**src/rtl/cpu_pkg.sv**
```systemverilog
// Shared CPU definitions: register-file write-destination codes and the
// write-back queue entry layout.
package cpu_pkg;

    localparam int unsigned DEST_W = 2;
    localparam int unsigned REG_W  = 5;
    localparam int unsigned DATA_W = 32;

    typedef enum logic [DEST_W-1:0] {
        WD_NONE = 2'b00,
        WD_RS   = 2'b01,
        WD_RT   = 2'b10,
        WD_R31  = 2'b11
    } wdest_e;

    localparam logic [REG_W-1:0] REG_RA = 5'd31;

    typedef struct packed {
        wdest_e              dest;
        logic [REG_W-1:0]    rnum;
        logic [DATA_W-1:0]   data;
    } wb_entry_t;

    typedef enum logic [1:0] {
        ST_IDLE,
        ST_ISSUE,
        ST_HOLD
    } wb_state_e;

    // Code 11 always targets the return-address register.
    function automatic wb_entry_t make_entry(input logic [DEST_W-1:0] dest,
                                             input logic [REG_W-1:0]  rnum,
                                             input logic [DATA_W-1:0] data);
        wb_entry_t e;
        e.dest = wdest_e'(dest);
        e.rnum = (wdest_e'(dest) == WD_R31) ? REG_RA : rnum;
        e.data = data;
        return e;
    endfunction

endpackage

```
**src/rtl/wb_fifo.sv**
```systemverilog
// Circular write-back queue: up to two pushes (a before b) and one pop per
// cycle, plus a newest-first associative search on register number.
module wb_fifo
    import cpu_pkg::*;
#(
    parameter int unsigned DEPTH = 4,
    localparam int unsigned PTR_W = $clog2(DEPTH),
    localparam int unsigned CNT_W = $clog2(DEPTH) + 1
) (
    input  logic               clk,
    input  logic               rst,
    input  logic               clear,
    input  logic               push_a,
    input  wb_entry_t          entry_a,
    input  logic               push_b,
    input  wb_entry_t          entry_b,
    input  logic               pop,
    output wb_entry_t          head_c,
    output logic [CNT_W-1:0]   count,
    input  logic [REG_W-1:0]   srch_add,
    output logic               srch_hit_c,
    output logic [DATA_W-1:0]  srch_data_c
);

    wb_entry_t          mem [DEPTH];
    logic [PTR_W-1:0]   wr_ptr;
    logic [PTR_W-1:0]   rd_ptr;
    logic [PTR_W-1:0]   idx;
    wb_entry_t          wr_first;

    // A lone push_b lands in the first free slot.
    always_comb begin
        wr_first = push_a ? entry_a : entry_b;
    end

    always_ff @(posedge clk) begin
        if (!clear) begin
            if (push_a || push_b)
                mem[wr_ptr] <= wr_first;
            if (push_a && push_b)
                mem[wr_ptr + PTR_W'(1)] <= entry_b;
        end
    end

    always_ff @(posedge clk or negedge rst) begin
        if (!rst) begin
            wr_ptr <= '0;
            rd_ptr <= '0;
            count  <= '0;
        end else if (clear) begin
            wr_ptr <= '0;
            rd_ptr <= '0;
            count  <= '0;
        end else begin
            wr_ptr <= wr_ptr + PTR_W'(push_a) + PTR_W'(push_b);
            rd_ptr <= rd_ptr + PTR_W'(pop);
            count  <= count + CNT_W'(push_a) + CNT_W'(push_b) - CNT_W'(pop);
        end
    end

    assign head_c = mem[rd_ptr];

    // Walk oldest to newest so the newest valid match is the one kept.
    always_comb begin
        srch_hit_c  = 1'b0;
        srch_data_c = '0;
        idx         = rd_ptr;
        for (int unsigned i = 0; i < DEPTH; i++) begin
            idx = rd_ptr + PTR_W'(i);
            if ((CNT_W'(i) < count) && (mem[idx].rnum == srch_add)) begin
                srch_hit_c  = 1'b1;
                srch_data_c = mem[idx].data;
            end
        end
    end

endmodule

```
**src/rtl/reg_writeback.sv**
```systemverilog
// Register-file write-side controller: queues ALU/load write-backs and issues
// one registered write per cycle, with stall, overflow and forwarding.
module reg_writeback
    import cpu_pkg::*;
#(
    parameter int unsigned DEPTH = 4
) (
    input  logic               clk,
    input  logic               rst,
    input  logic               alu_valid,
    input  logic [DEST_W-1:0]  alu_dest,
    input  logic [REG_W-1:0]   alu_reg,
    input  logic [DATA_W-1:0]  alu_data,
    input  logic               ld_valid,
    input  logic [DEST_W-1:0]  ld_dest,
    input  logic [REG_W-1:0]   ld_reg,
    input  logic [DATA_W-1:0]  ld_data,
    input  logic               wb_hold,
    input  logic               flush,
    output logic [DEST_W-1:0]  w_dest,
    output logic [DATA_W-1:0]  reg_write_data,
    output logic [REG_W-1:0]   wb_reg,
    output logic               stall,
    output logic               ovf,
    input  logic [REG_W-1:0]   fwd_add,
    output logic               fwd_hit,
    output logic [DATA_W-1:0]  fwd_data
);

    localparam int unsigned CNT_W = $clog2(DEPTH) + 1;

    wb_state_e          state_q, state_d;
    wb_entry_t          out_q, out_d;
    wb_entry_t          head_c, ld_entry, alu_entry;
    logic [CNT_W-1:0]   count, free_c, cnt_next;
    logic               pop_c, ld_req, alu_req, ld_acc, alu_acc, drop_c;
    logic               stall_q, stall_d, ovf_q;
    logic               q_hit;
    logic [DATA_W-1:0]  q_data;

    assign ld_entry  = make_entry(ld_dest, ld_reg, ld_data);
    assign alu_entry = make_entry(alu_dest, alu_reg, alu_data);

    wb_fifo #(.DEPTH(DEPTH)) u_fifo (
        .clk         (clk),
        .rst         (rst),
        .clear       (flush),
        .push_a      (ld_acc),
        .entry_a     (ld_entry),
        .push_b      (alu_acc),
        .entry_b     (alu_entry),
        .pop         (pop_c),
        .head_c      (head_c),
        .count       (count),
        .srch_add    (fwd_add),
        .srch_hit_c  (q_hit),
        .srch_data_c (q_data)
    );

    // Issue FSM: pick the next output entry from the pre-edge queue count.
    always_comb begin
        state_d = ST_IDLE;
        out_d   = '0;
        pop_c   = 1'b0;
        if (flush || (count == '0)) begin
            state_d = ST_IDLE;
        end else if (wb_hold) begin
            state_d = ST_HOLD;
        end else begin
            state_d = ST_ISSUE;
            out_d   = head_c;
            pop_c   = 1'b1;
        end
    end

    // Admission: the slot freed by this edge's pop is usable; load goes first.
    always_comb begin
        ld_req   = ld_valid  && (ld_dest  != WD_NONE);
        alu_req  = alu_valid && (alu_dest != WD_NONE);
        free_c   = CNT_W'(DEPTH) - count + CNT_W'(pop_c);
        ld_acc   = !flush && ld_req && (free_c != '0);
        alu_acc  = !flush && alu_req && (free_c > CNT_W'(ld_acc));
        drop_c   = !flush && ((ld_req && !ld_acc) || (alu_req && !alu_acc));
        cnt_next = flush ? '0
                         : count + CNT_W'(ld_acc) + CNT_W'(alu_acc) - CNT_W'(pop_c);
        stall_d  = cnt_next > CNT_W'(DEPTH - 2);
    end

    always_ff @(posedge clk or negedge rst) begin
        if (!rst) begin
            state_q <= ST_IDLE;
            out_q   <= '0;
            stall_q <= 1'b0;
            ovf_q   <= 1'b0;
        end else begin
            state_q <= state_d;
            out_q   <= out_d;
            stall_q <= stall_d;
            ovf_q   <= ovf_q | drop_c;
        end
    end

    assign w_dest         = out_q.dest;
    assign reg_write_data = out_q.data;
    assign wb_reg         = out_q.rnum;
    assign stall          = stall_q;
    assign ovf            = ovf_q;

    // Queued entries are newer than the one on the outputs, so they win.
    always_comb begin
        fwd_hit  = q_hit;
        fwd_data = q_data;
        if (!q_hit && (state_q == ST_ISSUE) && (out_q.rnum == fwd_add)) begin
            fwd_hit  = 1'b1;
            fwd_data = out_q.data;
        end
    end

endmodule

```
**config.mk**
```make
export PLATFORM = sky130hd
export DESIGN_NAME = reg_writeback
export DESIGN_NICKNAME = d
export VERILOG_FILES = /design/src/rtl/cpu_pkg.sv /design/src/rtl/wb_fifo.sv /design/src/rtl/reg_writeback.sv
export SDC_FILE = /design/constraint.sdc
export NUM_CORES = 1
export LEC_CHECK = 0
export ABC_AREA = 1
export BUFFER_PORTS_ARGS = -buffer_cell sky130_fd_sc_hd__buf_2
export CAP_MARGIN = 20
export CORE_UTILIZATION = 50
export CTS_CLUSTER_SIZE = 28
export DETAILED_ROUTE_END_ITERATION = 12
export PLACE_DENSITY = 0.75
export SYNTH_ARGS = -nofsm -noshare
export SYNTH_HDL_FRONTEND = slang
export SYNTH_SLANG_ARGS = --single-unit
```
**constraint.sdc**
```tcl
create_clock -name clk -period 13.3 [get_ports clk]
set_input_delay 0 -clock clk [delete_from_list [all_inputs] [get_ports clk]]
set_output_delay 0 -clock clk [all_outputs]
set_load 0.01 [all_outputs]
```
==> flow_summary.ini, run 1 <==
[worst_setup_path]
cp_max_fo = 79
crit_type = reg2reg
cp_data_required_time_ns = 13.56
end_kind = register
crit_path_start_kind = register
cp.arrival_ns = 5.17

[pwr]
p_comb_frac = 0.389
power_frac_seq = 0.352
vdd_drop_max_v = 0.0000812
clkPwrFrac = 0.259
power_density_nw_per_um2 = 158
p_int_mw = 1.53
leakage_nw = 7.01
swShare = 0.402
p_switching_mw = 1.03

[final_layout]
final_util = 0.594
n_antenna_cell = 0
layout_commonest_cell = nand2_1
drive_above_1_share = 0.124
layout.area.seq_um2 = 5940
area_growth_pct = 15.6
multi_input_area_um2 = 6930
nFillCells = 2487
mostFrequentLayoutCells = 547 x nand2_1, 357 x o21ai_0, 162 x buf_2, 158 x nand3_1, 156 x edfxtp_1
stdcell_area_um2 = 16100
fin_nets = 2094
largest_register_ffs = 156

[synthesis]
synth_cell_type_count = 39
yosysWarningCount = 0
yosys.area_share.simple = 0.271
synth_seq_cells = 206
synth_area_um2 = 14000
synthMuxAreaShare = 0.0459
synthCells = 1867
synth_top_family_by_area = simple AND/OR/NAND/NOR gates
synth_compound_area_frac = 0.160
synth-adder-area-share = 0.0106
ys_seq_area_frac = 0.425
synth_fp_nets = 1966
synth_xor_area_frac = 0.00439
avgSynthCellArea_um2 = 7.48

[timing]
finalSetupViolCount = 0
drv_slew = 0
tns_ns = 0
clock_skew_ns = 0.0158
max_freq_ghz = 0.204
rsz0062_at_grt = false
tightest_slew_ns = 1.05
hold_violations = 0
min_period_over_period = 0.369
relSlewSlack = 0.301
fin_crit_ns = 4.91

[floorplanning]
core_um2 = 27200
die_x_um = 169
die_area_um2 = 28600
ios = 163
rows = 60
initial_utilization = 0.514
die_height_um = 169

[placed_design]
postPlaceCellArea_um2 = 14800
io_buffers = 162
hpwl_um = 29900
gp_congestion = 0.902

[global_route]
overflow = 0
grt_pass1_vias = 11600
grt_start_max_net_pins = 117
grt_pass1_wl_um = 65900
antenna_found_initial = 0
track_usage = 0.298

[cts]
clk_latency_ns = 0.52
clk_path_buf_depth = 3
cts_buffers = 23
clk_pin_slew_ns = 0.07
clockRootBuffer = clkbuf_16
cts_resized = 0
cts.htree.levels = 1
cts_tree = done
cts.sinks = 206

[route]
vias_per_cell = 5.73
drtIter0Drc = 2140
routed-via-count = 13600
wl_per_cell_um = 18.2
drc_errors = 0
drt.antenna.violating_nets = 0
dr.pass1.iters = 6
finalWirelength_um = 43400

[job]
cap_violations = 0

[outcome]
status = finished, final reports clean

[min_path]
worstHoldPathType = in2reg
-- synth_stat cells, drive strengths merged --
cell	number	area (um^2)
ha	7	87.6
nor2	116	459
a31oi	3	18.8
fa	3	60.1
and3	2	12.5
a21oi	8	40.0
inv	123	467
o21ai	369	1850
o21bai	1	7.51
nand3	164	846
a2111oi	1	8.76
o211ai	32	240
nand2	551	2080
or2	25	156
o22ai	1	6.26
o31ai	4	30.0
clkbuf	72	270
dfrtp	50	1250
xor2	7	61.3
mux2i	64	641
nand4	36	225
edfxtp	156	4680
a22oi	2	15.0
a211oi	1	7.51
buf	68	432
o21a	1	7.51
-- cell families after synthesis --
logic type | count (synthesis)
flip-flops | 206
XOR/XNOR | 7
AO/OA/AOI/OAI | 423
buffers and inverters | 263
adder cells (fa/ha/maj) | 10
multiplexers | 64
AND/OR/NAND/NOR | 894
-- metrics by stage --
stage | hold slack (ns) | setup WS, ns | std cells | power [mW]
finish | 0.0172 | 8.39 | 2383 | 2.55
global route | 0.0500 | 8.04 | 2383 | 2.68
CTS | 0.000199 | 8.52 | 2383 | 2.52
detailed placement | -0.214 | 8.54 | 2281 | 1.85
global placement | -0.218 | 8.61 | 2281 | 1.83
floorplan | -0.296 | 6.47 | 1867 | 1.56
-- path summary, 6_finish.rpt --
check                                start                end  slack, ns  depth (start not counted)
hold reg to reg                        ovf                ovf       0.49                          1
setup reg to reg           u_fifo.count[2]  u_fifo.mem[0][14]       8.39                         20
hold / removal                 ld_data[11]  u_fifo.mem[3][11]       0.02                          5
setup / recovery           u_fifo.count[2]  u_fifo.mem[0][14]       8.39                         20
min in group asynchronous              rst   u_fifo.wr_ptr[1]       0.18                          3
max in group asynchronous              rst   u_fifo.rd_ptr[0]      12.59                          3
-- routing by layer --
metal	share of wire	GRT usage
met5	0	0
met4	0.013	0.0544
met3	0.14	0.0631
met2	0.38	0.385
met1	0.46	0.496
-- critical path, stage by stage (launching register included) --
cell           delay (ns)
dfrtp_1              0.48
inv_1                0.12
a31oi_1              0.15
inv_1                0.12
nor2_1               0.62
inv_1                0.16
ha_1                 0.22
inv_1                0.05
ha_1                 0.21
nor2_1               0.13
nand2_1              0.08
nand2_1              0.11
inv_2                0.05
ha_1                 0.27
o21ai_1              0.05
nand3_1              0.20
inv_2                0.09
nand4_1              0.09
buf_4                0.61
o21ai_0              0.17
dlygate4sd3_1        0.59
-- power by group through the flow --
| stage | clock, mW | combinational, mW | sequential, mW |
|---|---|---|---|
| 4_1_cts | 0.667 | 0.961 | 0.897 |
| 3_5_place_dp | 0 | 0.938 | 0.910 |
| 3_3_place_gp | 0 | 0.924 | 0.906 |
| 6_report | 0.662 | 0.993 | 0.899 |
| 2_1_floorplan | 0 | 0.662 | 0.899 |
| 5_1_grt | 0.686 | 1.08 | 0.909 |
-- timing repair --
| item | in CTS | in global routing |
|---|---|---|
| hold buffers | 61 | 0 |
| buffers inserted | 0 | 0 |
| endpoints found under the hold margin | 210 | 0 |
-- area by class of cell --
type	count	share of cell area
repair buffers	243	0.0973
clock buffers	25	0.0361
inverters	123	0.0289
well taps	372	0.0288
flip-flops and latches	206	0.368
clock inverters	16	0.0119
multi-input cells	1398	0.429
Power figures use the tool's default switching activity.
==> inputs of run 2 (changes only) <==
==> constraint.sdc (replaced) <==
create_clock -name clk -period 4.9 [get_ports clk]
set_input_delay 0 -clock clk [delete_from_list [all_inputs] [get_ports clk]]
set_output_delay 0 -clock clk [all_outputs]
set_load 0.01 [all_outputs]
==> flow_summary.ini, run 2 (same netlist as run 1, synthesis figures left out) <==
[cts]
clk_pin_slew_ns = 0.06
cts_tree = done
hold_buffers = 45
clk_path_buf_depth = 3
cts_setup_buffers = 0
clk_latency_ns = 0.52
clockRootBuffer = clkbuf_16
cts.htree.levels = 1
cts.sinks = 206
cts_buffers = 23
cts_resized = 0

[route]
finalWirelength_um = 42100
drtIter0Drc = 1747
drc_errors = 0
wl_per_cell_um = 17.7
dr.pass1.iters = 6
routed-via-count = 13300
vias_per_cell = 5.59
drt.antenna.violating_nets = 0

[worst_setup_path]
reg2reg_from = u_fifo.count[1]
crit_type = reg2reg
crit_path_start_kind = register
r2r-end = u_fifo.mem[3][8]
r2r_slack_ns = 0.71
crit_start = u_fifo.count[1]
crit_end = u_fifo.mem[3][8]
cp_max_fo = 78
cp_data_required_time_ns = 5.17
cp.arrival_ns = 4.46
end_kind = register
rr_worst_depth = 21

[floorplanning]
ios = 163
die_height_um = 169
rows = 60
die_x_um = 169
initial_utilization = 0.514
die_area_um2 = 28600
core_um2 = 27200

[final_layout]
nFillCells = 2451
layout_commonest_cell = nand2_1
area_growth_pct = 15.2
fin_nets = 2092
mostFrequentLayoutCells = 547 x nand2_1, 357 x o21ai_0, 162 x buf_2, 158 x nand3_1, 156 x edfxtp_1
largest_register_ffs = 156
drive_above_1_share = 0.130
n_antenna_cell = 0

[placed_design]
io_buffers = 162
gp_congestion = 0.893
hpwl_um = 30800

[timing]
hold_violations = 0
max_freq_ghz = 0.239
drv_slew = 0
tightest_slew_ns = 1.03
rsz0062_at_grt = false
clock_skew_ns = 0.0114
finalSetupViolCount = 0
relSlewSlack = 0.311
tns_ns = 0
fin_crit_ns = 4.19
min_period_over_period = 0.855

[job]
cap_violations = 0

[global_route]
grt_pass1_vias = 11600
track_usage = 0.291
overflow = 0
antenna_found_initial = 0
grt_start_max_net_pins = 129
grt_pass1_wl_um = 64700

[pwr]
power_density_nw_per_um2 = 427
vdd_drop_max_v = 0.000193
leakage_nw = 7.00
total_power_mw = 6.87

[outcome]
status = finished, final reports clean

[min_path]
worstHoldPathType = in2reg
hp-start = ld_data[5]
-- run 2: how the worst min path moves through the flow --
| stage | slack, ns | depth (start not counted) | end |
|---|---|---|---|
| 6_report | 0.003 | 5 | u_fifo.mem[3][5] |
| 5_1_grt | 0.03 | 4 | ovf |
| 4_1_cts | 0.00005 | 5 | u_fifo.mem[3][7] |
| 3_5_place_dp | 0.14 | 2 | ovf |
| 3_3_place_gp | 0.14 | 2 | ovf |
| 2_1_floorplan | -0.30 | 0 | ovf |
-- run 2: layout make-up --
type                            instances  area, um^2  share of cell area
Sequential cell                       206        5940               0.369
Tap cell                              372         465              0.0289
Clock inverter                         15         188              0.0117
Timing Repair Buffer                  241        1520              0.0943
Multi-Input combinational cell       1398        6930               0.430
Clock buffer                           26         587              0.0365
Inverter                              123         467              0.0290
-- run 2: through the flow --
step	hold slack (ns)	instance area (um^2)	cells	util	worst slack [ns]
floorplan	-0.296	14000	1867	-	0.000512
global placement	0.135	14900	2295	0.547	1.04
detailed placement	0.144	14900	2295	0.547	0.910
CTS	0.0000531	16100	2381	0.592	0.721
global route	0.0308	16100	2381	0.592	0.277
finish	0.00291	16100	2381	0.592	0.712
-- run 2: metal layers --
metal / global-route usage / vias to the layer above / routed length [um]
met5: 0 / - / 0
met4: 0.0627 / 0 / 760
met3: 0.0655 / 59 / 5270
met2: 0.390 / 749 / 16300
met1: 0.468 / 5934 / 19700
li1: - / 6564 / -
-- run 2: where the power goes --
part	switching (mW)	internal (mW)
clock network	0.702	1.07
registers	0.162	2.27
logic	1.87	0.803
-- run 2: worst max-delay path, stage by stage, from the launching register on --
cell and delay [ns]:
dfrtp_1 0.41, inv_1 0.10, a31oi_1 0.16, inv_1 0.06, nor2_1 0.12, inv_1 0.07, ha_1 0.17, inv_1 0.06
ha_1 0.23, nor2_1 0.14, nand2_1 0.09, nand2_1 0.11, inv_2 0.05, ha_1 0.28, o21ai_1 0.14, nand3_1 0.19
inv_2 0.14, nand4_1 0.17, buf_4 0.43, nand2_1 0.13, o21ai_0 0.08, dlygate4sd3_1 0.58
